<file path="config.mk">
export PLATFORM = sky130hd
export DESIGN_NAME = proc_ctrl_seq
export DESIGN_NICKNAME = d
export VERILOG_FILES = /design/src/rtl/proc_ctrl_seq.sv
export SDC_FILE = /design/constraint.sdc
export NUM_CORES = 1
export LEC_CHECK = 0
export CAP_MARGIN = 40
export CORE_ASPECT_RATIO = 1.75
export CORE_MARGIN = 3
export CORE_UTILIZATION = 40
export CTS_BUF_LIST = sky130_fd_sc_hd__clkbuf_8
export DETAILED_ROUTE_END_ITERATION = 10
export PLACE_DENSITY = 0.8
export REMOVE_ABC_BUFFERS = 1
export SYNTH_ARGS = -nofsm -noshare
export SYNTH_HDL_FRONTEND = slang
export SYNTH_SLANG_ARGS = --single-unit
</file>
<file path="constraint.sdc">
create_clock -name CLK -period 1.8 [get_ports CLK]
set_clock_uncertainty 0.15 [all_clocks]
set_input_delay 0.18 -clock CLK [delete_from_list [all_inputs] [get_ports CLK]]
set_output_delay 0.18 -clock CLK [all_outputs]
set_load 0.05 [all_outputs]
</file>
<file path="src/rtl/proc_ctrl_seq.sv">
// ---------------------------------------------------------------------------
// proc_ctrl_seq
// Multi-cycle control sequencer for a 10-bit processor datapath. The datapath
// has R0..R7, accumulator A, ALU result register G, an external data input and
// a single shared bus.
//
// The block latches an instruction when EXEC is seen in idle (T0). It then
// walks timesteps T1..T3 and drives the register/bus/ALU controls for that
// instruction. All control outputs decode only the registered timestep and
// instruction, so neither EXEC nor INSTR has a combinational path to them.
//
// Ports
//   CLK      in   rising-edge clock
//   RST      in   synchronous reset, active-high
//   EXEC     in   start request, sampled only in T0
//   INSTR    in   [9:6] opcode, [5:3] Rx (destination), [2:0] Ry (source)
//   IR_Q     out  latched instruction
//   TSTEP    out  current timestep 0..3
//   BUSY     out  TSTEP != 0
//   RIN      out  one-hot register load enable
//   ROUT     out  one-hot register bus drive enable
//   EXT_OUT  out  external data drives bus
//   A_EN     out  load A from bus
//   G_EN     out  load G from ALU
//   G_OUT    out  G drives bus
//   ALU_OP   out  00 add, 01 sub, 10 invert, 11 pass
//   DONE     out  one-cycle pulse in the final step of an instruction
// ---------------------------------------------------------------------------
module proc_ctrl_seq #(
  parameter int DATA_W = 10,
  parameter int NREG   = 8
) (
  input  logic              CLK,
  input  logic              RST,
  input  logic              EXEC,
  input  logic [DATA_W-1:0] INSTR,
  output logic [DATA_W-1:0] IR_Q,
  output logic [1:0]        TSTEP,
  output logic              BUSY,
  output logic [NREG-1:0]   RIN,
  output logic [NREG-1:0]   ROUT,
  output logic              EXT_OUT,
  output logic              A_EN,
  output logic              G_EN,
  output logic              G_OUT,
  output logic [1:0]        ALU_OP,
  output logic              DONE
);

  typedef enum logic [1:0] {
    T0 = 2'd0,
    T1 = 2'd1,
    T2 = 2'd2,
    T3 = 2'd3
  } tstep_e;

  localparam logic [3:0] OP_LOAD = 4'b0000;
  localparam logic [3:0] OP_MOV  = 4'b0001;
  localparam logic [3:0] OP_ADD  = 4'b0010;
  localparam logic [3:0] OP_SUB  = 4'b0011;
  localparam logic [3:0] OP_INV  = 4'b0100;

  localparam logic [1:0] ALU_ADD = 2'b00;
  localparam logic [1:0] ALU_SUB = 2'b01;
  localparam logic [1:0] ALU_INV = 2'b10;

  tstep_e            tstep_q, tstep_d;
  logic [DATA_W-1:0] ir_q, ir_d;
  logic [3:0]        opcode_s;
  logic [2:0]        rx_s;
  logic [2:0]        ry_s;

  // Decode a 3-bit register field into a one-hot enable vector.
  function automatic logic [NREG-1:0] onehot(input logic [2:0] idx);
    logic [NREG-1:0] v;
    v      = '0;
    v[idx] = 1'b1;
    return v;
  endfunction

  assign opcode_s = ir_q[9:6];
  assign rx_s     = ir_q[5:3];
  assign ry_s     = ir_q[2:0];

  assign IR_Q  = ir_q;
  assign TSTEP = tstep_q;
  assign BUSY  = (tstep_q != T0);

  // Control decode from registered timestep and instruction only.
  always_comb begin
    RIN     = '0;
    ROUT    = '0;
    EXT_OUT = 1'b0;
    A_EN    = 1'b0;
    G_EN    = 1'b0;
    G_OUT   = 1'b0;
    ALU_OP  = ALU_ADD;
    DONE    = 1'b0;
    case (tstep_q)
      T0: begin
        // Idle: everything stays deasserted.
      end
      T1: begin
        case (opcode_s)
          OP_LOAD: begin
            EXT_OUT = 1'b1;
            RIN     = onehot(rx_s);
            DONE    = 1'b1;
          end
          OP_MOV: begin
            ROUT = onehot(ry_s);
            RIN  = onehot(rx_s);
            DONE = 1'b1;
          end
          OP_ADD, OP_SUB: begin
            ROUT = onehot(rx_s);
            A_EN = 1'b1;
          end
          OP_INV: begin
            ROUT   = onehot(ry_s);
            G_EN   = 1'b1;
            ALU_OP = ALU_INV;
          end
          default: begin
            // Reserved opcodes complete as a NOP.
            DONE = 1'b1;
          end
        endcase
      end
      T2: begin
        case (opcode_s)
          OP_ADD, OP_SUB: begin
            ROUT   = onehot(ry_s);
            G_EN   = 1'b1;
            ALU_OP = (opcode_s == OP_SUB) ? ALU_SUB : ALU_ADD;
          end
          OP_INV: begin
            G_OUT = 1'b1;
            RIN   = onehot(rx_s);
            DONE  = 1'b1;
          end
          default: begin
            // Other opcodes finish in T1 and never reach T2.
          end
        endcase
      end
      T3: begin
        case (opcode_s)
          OP_ADD, OP_SUB: begin
            G_OUT = 1'b1;
            RIN   = onehot(rx_s);
            DONE  = 1'b1;
          end
          default: begin
            // Only ADD/SUB reach T3.
          end
        endcase
      end
      default: begin
      end
    endcase
  end

  // Next-state: latch on EXEC in idle, advance while busy, return to idle after DONE.
  always_comb begin
    tstep_d = tstep_q;
    ir_d    = ir_q;
    case (tstep_q)
      T0: begin
        if (EXEC) begin
          ir_d    = INSTR;
          tstep_d = T1;
        end else begin
          tstep_d = T0;
        end
      end
      T1, T2: begin
        if (DONE) begin
          tstep_d = T0;
        end else begin
          tstep_d = tstep_e'(tstep_q + 2'd1);
        end
      end
      T3: begin
        // T3 is always a final step; never advance past it.
        tstep_d = T0;
      end
      default: begin
        tstep_d = T0;
      end
    endcase
  end

  // Timestep and instruction registers with synchronous reset.
  always_ff @(posedge CLK) begin
    if (RST) begin
      tstep_q <= T0;
      ir_q    <= '0;
    end else begin
      tstep_q <= tstep_d;
      ir_q    <= ir_d;
    end
  end

endmodule
</file>
==> results of run 1 <==
## repair_timing
action	4_1_cts
pin swaps	14
gates resized for setup	41
endpoints found under the setup margin	22
buffers inserted	7
## cells by family after synthesis
logic type / count (synthesis)
AOI/OAI and AO/OA: 24
DFF: 12
adders and majority gates: 5
xor gates and xnor gates: 1
buffers and inverters: 11
and+or+nand+nor: 65
## metrics by stage
stage | instance area [um2] | cells
floorplan | 872.1 | 111
global placement | 1783 | 205
detailed placement | 1783 | 205
CTS | 2076 | 212
## synth_stat cells, drive strengths merged, types with 2 or more instances
cell type and instances:
nand2b 5, clkbuf 4, ha 5, nand3 3, o22ai 9, nor3b 2
buf 3, nor3 6, a21oi 12, inv 4, nand3b 6, nor2 5
nor4 5, dfxtp 12, nand2 27
==> key figures, run 1 <==
Run status
  – Outcome: aborted with a tool error
  – Failed at: 5_1_grt
  – Error: [ERROR DPL-0038] Utilization greater than 100%, impossible to legalize

Clock tree
  – Clock sinks: 12
  – Worst-case clock buffer depth: 2
  – CTS buffer count: 3
  – CTS hold repair buffers: 0
  – H-tree depth: 1
  – Root Buffer: clkbuf_8

Yosys
  – Post-synth EDFFs: 0
  – Post-synthesis mux area share: 0%
  – Avg Synthesized Cell Area: 7.698 um2
  – Yosys warning count: 0
  – Post-synthesis instance total: 118
  – Async S/R FF share, synth: 0%
  – Dominant cells by area after synthesis: dfxtp_1 (26%), nand2_1 (11%), ha_1 (6.9%)
  – Synth top area share: about a quarter
  – Synth unique cells: 32
  – Post-synth top flop: dfxtp_1
  – Synth area leader: dfxtp_1
  – Post-Synthesis Cell Area: just over 900 um2
  – Post-synthesis compound-gate area fraction: roughly 17%
  – Sequential area share after synthesis: a little over a quarter
  – Combinational family with the most area after synthesis: simple AND/OR/NAND/NOR gates
  – Post-synthesis adder-cell area fraction: 6.887%
  – Synthesized flop and latch total: 12
  – Post-Synth Simple-Gate Area: 42.84%
  – XOR/XNOR Fraction of Synth Area: less than 1%

Floorplan
  – Ports: slightly below 50
  – Die W: ~42 um
  – Initial core utilization: about 43%
  – Num rows: 22
  – Die height: approximately 69 um

Placed design
  – Pre-CTS setup slack: -0.1959 ns
  – Port buffer count: 48
  – Post-detail-place hpwl: around 2.6 mm
  – Gpl congestion: approximately 0.83

Global routing
  – Largest net degree at the start of global routing: 11
==> run 2, diff against run 1 <==
--- a/config.mk
+++ b/config.mk
@@ -6,12 +6,10 @@
 export NUM_CORES = 1
 export LEC_CHECK = 0
 export CAP_MARGIN = 40
-export CORE_ASPECT_RATIO = 1.75
-export CORE_MARGIN = 3
-export CORE_UTILIZATION = 40
-export CTS_BUF_LIST = sky130_fd_sc_hd__clkbuf_8
+export CORE_AREA = 3 3 64 66
 export DETAILED_ROUTE_END_ITERATION = 10
-export PLACE_DENSITY = 0.8
+export DIE_AREA = 0 0 67 69
+export PLACE_DENSITY_LB_ADDON = 0.15
 export REMOVE_ABC_BUFFERS = 1
 export SYNTH_ARGS = -nofsm -noshare
 export SYNTH_HDL_FRONTEND = slang
==> key figures, run 2 <==
Run status
  – Outcome: complete, but fails checks
  – Failing checks: setup timing

Yosys
  – Post-synth top cells: nand2_1 (27), dfxtp_1 (12), a21oi_1 (11), o22ai_1 (8), nand3b_1 (6)
  – Post-synth EDFFs: 0 (unchanged)
  – Post-synthesis instance total: 118 (unchanged)
  – Synth top area share: 26.45% (unchanged)
  – Synthesized flop and latch total: 12 (unchanged)
  – Post-synth top flop: dfxtp_1
  – Avg Synthesized Cell Area: 7.698 um2 (unchanged)
  – Dominant cells by area after synthesis: dfxtp_1 (26%), nand2_1 (11%), ha_1 (6.9%)
  – Sequential area share after synthesis: 26.45% (unchanged)
  – Synth area leader: dfxtp_1
  – Async S/R FF share, synth: 0% (unchanged)
  – Synth unique cells: 32 (unchanged)
  – Most numerous cell in the Yosys netlist: nand2_1
  – Yosys warning count: 0 (unchanged)
  – Post-Synthesis Cell Area: 908.4 um2 (unchanged)

Floorplan
  – Die ar.: between 0.004 and 0.005 mm2
  – Placeable Area: 0.003633 mm2
  – Num rows: 22 (unchanged)
  – Die W: 67 um (+59%)
  – Ports: 49 (unchanged)
  – Initial core utilization: 25.00% (-18 points)
  – Die height: 69 um (about the same)

Layout
  – Most common cell after layout, fill and taps aside: buf_4
  – Most frequent cells in the layout: buf_4 (31), nand2_1 (27), buf_12 (27)
  – Max reg flops: 10
  – Layout cells sized above 1: between 50% and 60%
  – Antenna diode count: 0
  – Area grow syn2layout: 139.5%
  – Layout Nets: around 210

Drt
  – Initial DRC count: 20
  – Via count: 1,128
  – Post-route ant nets: 0
  – Post-Route WL: approximately 3.4 mm
  – Drt drc: 0
  – DR pass1 iterations: 3
  – Via density per instance: 4.739
  – Average wire per standard cell: 14.38 um

Clock tree
  – CTS tree: yes
  – Clk slew on worst S/H paths: ~0.050 ns
  – Root Buffer: clkbuf_8
  – H-tree depth: 1 (unchanged)
  – CTS buffer count: 3 (unchanged)
  – Worst-case clock buffer depth: 2 (unchanged)
  – CTS hold repair buffers: 0 (unchanged)
  – Worst skew pair latency: about 0.24 ns
  – Clock sinks: 12 (unchanged)

Setup path
  – Crit path from: TSTEP[0]
  – Worst path arrival time: around 1.8 ns
  – RR Endpoint: TSTEP[0]
  – FF-to-FF Start: TSTEP[0]
  – CP startpoint kind: flip-flop
  – Crit path max fanout: 8
  – Crit path required time: around 1.5 ns
  – FF-to-FF path depth: 8
  – Worst reg2reg setup slack: approximately 0.09 ns
  – CP endpoint kind: output port
  – Kind of critical path: flip-flop to output port

Power and ir drop
  – Int Power: 663.2 uW
  – Clock share of power: about 28%
  – VDD IR max: between 0.4 and 0.5 mV
  – Comb power frac: 40.9%
  – Switching share of power: 35.21%
  – Leak: approximately 0.79 nW
  – P_sw: 360.4 uW
  – Seq pwr share: between 30 and 40%
  – Pwr/cell area: about 470 mW/mm2

Run
  – Max cap viols: 0

Timing
  – Tcrit/Tclk final: 116.2%
  – Setup ws final: -0.2917 ns
  – Final Max Slew Viols: 0
  – Fin. Hold Viols: 0
  – Tmin final: 2.092 ns
  – Slew @ Worst Pin: 0.4386 ns
  – Top achievable clock speed: ~480 MHz
  – RSZ-0062 raised after global routing: yes
  – Final setup viols: 21
  – Slew margin rel.: between 70% and 80%
  – Setup_tns: -4.482 ns

Placed design
  – Pre-CTS setup slack: -0.1613 ns (+0.03457 ns)
  – Port buffer count: 48 (unchanged)
  – Gpl congestion: 0.8176 (-1.7%)
  – Post-detail-place hpwl: 2.532 mm (-2.0%)

Global routing
  – GRT Total Usage: 14.79%
  – Initial antenna violation count: 0
  – GRT overflow: 0
  – Vias in the first global route: 1,169
  – Largest net degree at the start of global routing: 11
  – First-pass GRT wire length: ~5.4 mm

Hold path
  – Hold Path Class: input pin to flip-flop
  – WHS Path Cells: 3
  – Worst Hold End: IR_Q[2]
  – Hold Crit Start: INSTR[2]
## run 2: worst max-delay path by stage
| stage | end | slack [ns] | cells past startpoint |
|---|---|---|---|
| global placement | ROUT[5] | -0.11 | 7 |
| floorplan | ROUT[4] | -1.42 | 5 |
| CTS | RIN[2] | -0.30 | 8 |
| finish | RIN[2] | -0.29 | 7 |
| detailed placement | ROUT[6] | -0.16 | 7 |
| global route | RIN[2] | -0.38 | 7 |
## run 2: final cells by class
type | count | area (um2)
fillers | 322 | 1458
multi-input cells | 95 | 843.3
clock buffers | 4 | 55.05
inverters | 4 | 17.52
well taps | 48 | 60.06
flip-flops and latches | 12 | 250.2
repair buffers | 75 | 949.7
## run 2: critical path, stage by stage, from the launching register on
cell,delay [ns]
dfxtp_4,0.38
buf_6,0.11
ha_4,0.11
nand3b_1,0.11
a21oi_4,0.22
nor2_4,0.11
nor4_4,0.29
buf_12,0.18
## run 2: repair_timing
| item | in CTS | in global routing |
|---|---|---|
| setup endpoints to repair | 23 | 22 |
| gates resized for setup | 38 | 12 |
| pin swaps | 18 | 10 |
| setup buffers | 3 | 2 |
## run 2: kinds of logic (layout without fill, tap and decap cells)
| kind of cell | after synthesis | count (layout) | synth area share [%] |
|---|---|---|---|
| xor gates and xnor gates | 1 | 1 | 0.9644 |
| AOI/OAI and AO/OA | 24 | 24 | 17.22 |
| buffers and inverters | 11 | 83 | 5.646 |
| DFF | 12 | 12 | 26.45 |
| and+or+nand+nor | 65 | 65 | 42.84 |
| adders and majority gates | 5 | 5 | 6.887 |
## run 2: layer usage
metal | global-route usage [%] | vias up | share of wire, %
met4 | 8.108 | 0 | 3.6
met2 | 26.42 | 33 | 53
met1 | 16.75 | 526 | 40
li1 | - | 558 | -
met5 | 0 | - | 0
met3 | 0.9772 | 11 | 3.7
## run 2: power by group through the flow
stage | clock network [mW] | logic [mW] | registers [mW]
final | 0.288 | 0.418 | 0.317
after global routing | 0.316 | 0.444 | 0.320
after CTS | 0.298 | 0.408 | 0.315
after detailed placement | 0 | 0.365 | 0.315
after global placement | 0 | 0.359 | 0.314
after floorplan | 0 | 0.129 | 0.372
## run 2: stage by stage
| stage | utilization, % | std cells | total power, mW | hold WS, ns | instance area [um2] |
|---|---|---|---|---|---|
| after CTS | 57.75 | 236 | 1.021 | 0.3300 | 2098 |
| after floorplan | - | 111 | 0.5008 | 0.09907 | 872.1 |
| after detailed placement | 51.07 | 233 | 0.6805 | 0.3597 | 1856 |
| after global routing | 59.88 | 238 | 1.079 | 0.3548 | 2176 |
| after global placement | 51.07 | 233 | 0.6734 | 0.3404 | 1856 |
| final | 59.88 | 238 | 1.024 | 0.3355 | 2176 |
(Power assumes the default switching activity.)
==> run 3, diff against run 2 <==
--- a/config.mk
+++ b/config.mk
@@ -11,6 +11,8 @@
 export DIE_AREA = 0 0 67 69
 export PLACE_DENSITY_LB_ADDON = 0.15
 export REMOVE_ABC_BUFFERS = 1
+export SETUP_SLACK_MARGIN = 0.3
+export SLEW_MARGIN = 10
 export SYNTH_ARGS = -nofsm -noshare
 export SYNTH_HDL_FRONTEND = slang
 export SYNTH_SLANG_ARGS = --single-unit
==> key figures, run 3 (same netlist as run 2, synthesis figures left out) <==
Setup path
  – Slowest CP cell: dfxtp_2
  – Worst reg2reg setup slack: 0.19 ns (+0.10 ns)
  – CP startpoint kind: flip-flop
  – Worst path arrival time: 1.77 ns (about the same)
  – CP bufs+invs: 2 (unchanged)
  – Crit path from: TSTEP[1]
  – Crit path max fanout: 4 (-4)
  – Worst-path cell chain: inv_2 -> ha_4 -> nand2b_4 -> nor3b_4 -> nand3b_1 -> o22ai_2 -> buf_12
  – Kind of critical path: flip-flop to output port
  – Crit path max-delay family: simple AND/OR/NAND/NOR gates
  – CP endpoint kind: output port
  – FF-to-FF Start: TSTEP[0]
  – Slowest stage delay, CP: 0.32 ns (-0.06 ns)
  – Crit path required time: 1.47 ns (about the same)

Hold path
  – Hold Crit Start: INSTR[2]
  – Hold Path Class: input pin to flip-flop

Timing
  – Setup ws final: -0.3032 ns (-0.01152 ns)
  – Final setup viols: 20 (-4.8%)
  – Tcrit/Tclk final: 116.8% (+0.64 points)
  – Tmin final: 2.103 ns (+0.01152 ns)
  – Fin. Hold Viols: 0 (unchanged)
  – Final Max Slew Viols: 0 (unchanged)
  – Slew margin rel.: 71.66% (+0.91 points)
  – Top achievable clock speed: 475.5 MHz (-0.55%)
  – Slew @ Worst Pin: 0.4251 ns (-0.01358 ns)
  – RSZ-0062 raised after global routing: yes

Drt
  – Via density per instance: 4.713 (-0.57%)
  – Post-Route WL: 3.397 mm (-0.73%)
  – Drt drc: 0 (unchanged)
  – DR pass1 iterations: 4 (+1)
  – Average wire per standard cell: 13.75 um (-4.3%)
  – Initial DRC count: 9 (-55%)
  – Via count: 1,164 (+3.2%)
  – Post-route ant nets: 0 (unchanged)

Layout
  – Antenna diode count: 0 (unchanged)
  – Finished Core Util: 62.95% (+3.1 points)
  – Most common cell after layout, fill and taps aside: buf_4
  – Layout cells sized above 1: 62.31% (+4.4 points)
  – Layout Nets: 218 (+4.3%)
  – Max reg flops: 10 (unchanged)
  – Most frequent cells in the layout: buf_4 (38), buf_12 (27), nand2_1 (25)
  – Post-route cell area: 0.002287 mm2 (+5.1%)
  – Final cell count without fillers: 247 (+3.8%)
  – Filler Cell Count: 312 (-3.1%)
  – Area grow syn2layout: 151.8%

Power and ir drop
  – Overall power consumption: 1.058 mW (+3.3%)
  – VDD IR max: 0.4035 mV (-1.0%)
  – Pwr/cell area: 462.4 mW/mm2 (-1.7%)
  – Leak: 0.8451 nW (+7.5%)

Floorplan
  – Initial core utilization: 25.00% (unchanged)
  – Ports: 49 (unchanged)
  – Placeable Area: 0.003633 mm2 (unchanged)
  – Num rows: 22 (unchanged)
  – Die height: 69 um (unchanged)
  – Die W: 67 um (unchanged)
  – Die ar.: 0.004623 mm2 (unchanged)

Clock tree
  – Clock sinks: 12 (unchanged)
  – Clk slew on worst S/H paths: 0.05 ns (about the same)
  – CTS tree: yes
  – Root Buffer: clkbuf_8
  – Worst-case clock buffer depth: 2 (unchanged)
  – Worst skew pair latency: 0.24 ns (about the same)
  – H-tree depth: 1 (unchanged)
  – CTS buffer count: 3 (unchanged)

Global routing
  – First-pass GRT wire length: 5.602 mm (+4.6%)
  – Initial antenna violation count: 0 (unchanged)
  – Vias in the first global route: 1,247 (+6.7%)
  – Largest net degree at the start of global routing: 11 (unchanged)
  – GRT overflow: 0 (unchanged)
  – GRT Total Usage: 15.48% (+0.69 points)

Placed design
  – Placed cell area: 0.001856 mm2 (unchanged)
  – Port buffer count: 48 (unchanged)
  – Pre-CTS setup slack: -0.1613 ns (unchanged)
  – Post-detail-place hpwl: 2.532 mm (unchanged)
  – Inst Count DP: 233 (unchanged)
  – Gpl congestion: 0.8176 (unchanged)

Run
  – Max cap viols: 0 (unchanged)

Run status
  – Outcome: complete, but fails checks
  – Failing checks: setup timing
run 3: cell count changes in the layout (fill, tap and decap cells not counted), moves of 2 or more:
cell     change
nand2_1      -2
nand2_2      +2
buf_6        +2
nor4_4       +2
o22ai_4      -2
buf_4        +7
dfxtp_4      +2
dfxtp_2      -2
nor4_2       -2
o22ai_2      +2
run 3: through the flow:
| stage | hold WS (ns) | setup TNS [ns] |
|---|---|---|
| global route | 0.3548 | -5.952 |
| floorplan | 0.09907 | -25.97 |
| global placement | 0.3404 | -1.483 |
| finish | 0.3330 | -4.464 |
| CTS | 0.3301 | -4.329 |
| detailed placement | 0.3597 | -2.070 |
run 3: timing repair:
item | in CTS | in global routing
hold buffers | 0 | 0
pin swaps | 17 | 5
buffers inserted | 9 | 1
resized for setup | 57 | 5
setup endpoints to repair | 36 | 36
endpoints found under the hold margin | 0 | 0
run 3: cell type report:
class | instances | area (um2) | area share (%)
Tap cell | 48 | 60.06 | 2.626
Inverter | 4 | 17.52 | 0.7659
Multi-Input combinational cell | 95 | 874.6 | 38.24
Timing Repair Buffer | 84 | 1025 | 44.80
Clock buffer | 4 | 55.05 | 2.407
Sequential cell | 12 | 255.2 | 11.16
run 3: metal layers:
layer  track usage [%]  part of all wire, %  wire length (um)
met1             17.15                   41              1381
met3             1.140                  3.6               122
met2             28.28                   53              1817
met4             7.883                  2.2                76
met5                 0                    0                 0
run 3: worst paths after layout:
kind / depth (start not counted) / to
hold reg to reg: 2 / IR_Q[4]
hold / removal: 3 / IR_Q[2]
setup / recovery: 7 / ROUT[3]
setup reg to reg: 7 / TSTEP[0]
run 3: worst min-delay path, delay by kind of cell:
family                 cells  cell delay (ns)
buffers and inverters      1             0.39
and+or+nand+nor            1             0.05
AOI/OAI and AO/OA          1             0.05
run 3: power breakdown:
part / switching, mW / internal [mW]
clock network: 0.0985 / 0.193
registers: 0.0317 / 0.283
logic: 0.243 / 0.208
total: 0.373 / 0.684
==> run 4, diff against run 3 <==
--- a/config.mk
+++ b/config.mk
@@ -7,6 +7,7 @@
 export LEC_CHECK = 0
 export CAP_MARGIN = 40
 export CORE_AREA = 3 3 64 66
+export CTS_CLUSTER_SIZE = 28
 export DETAILED_ROUTE_END_ITERATION = 10
 export DIE_AREA = 0 0 67 69
 export PLACE_DENSITY_LB_ADDON = 0.15
==> results of run 4 <==
The final DEF is identical to that of run 3; final timing and power are the same.
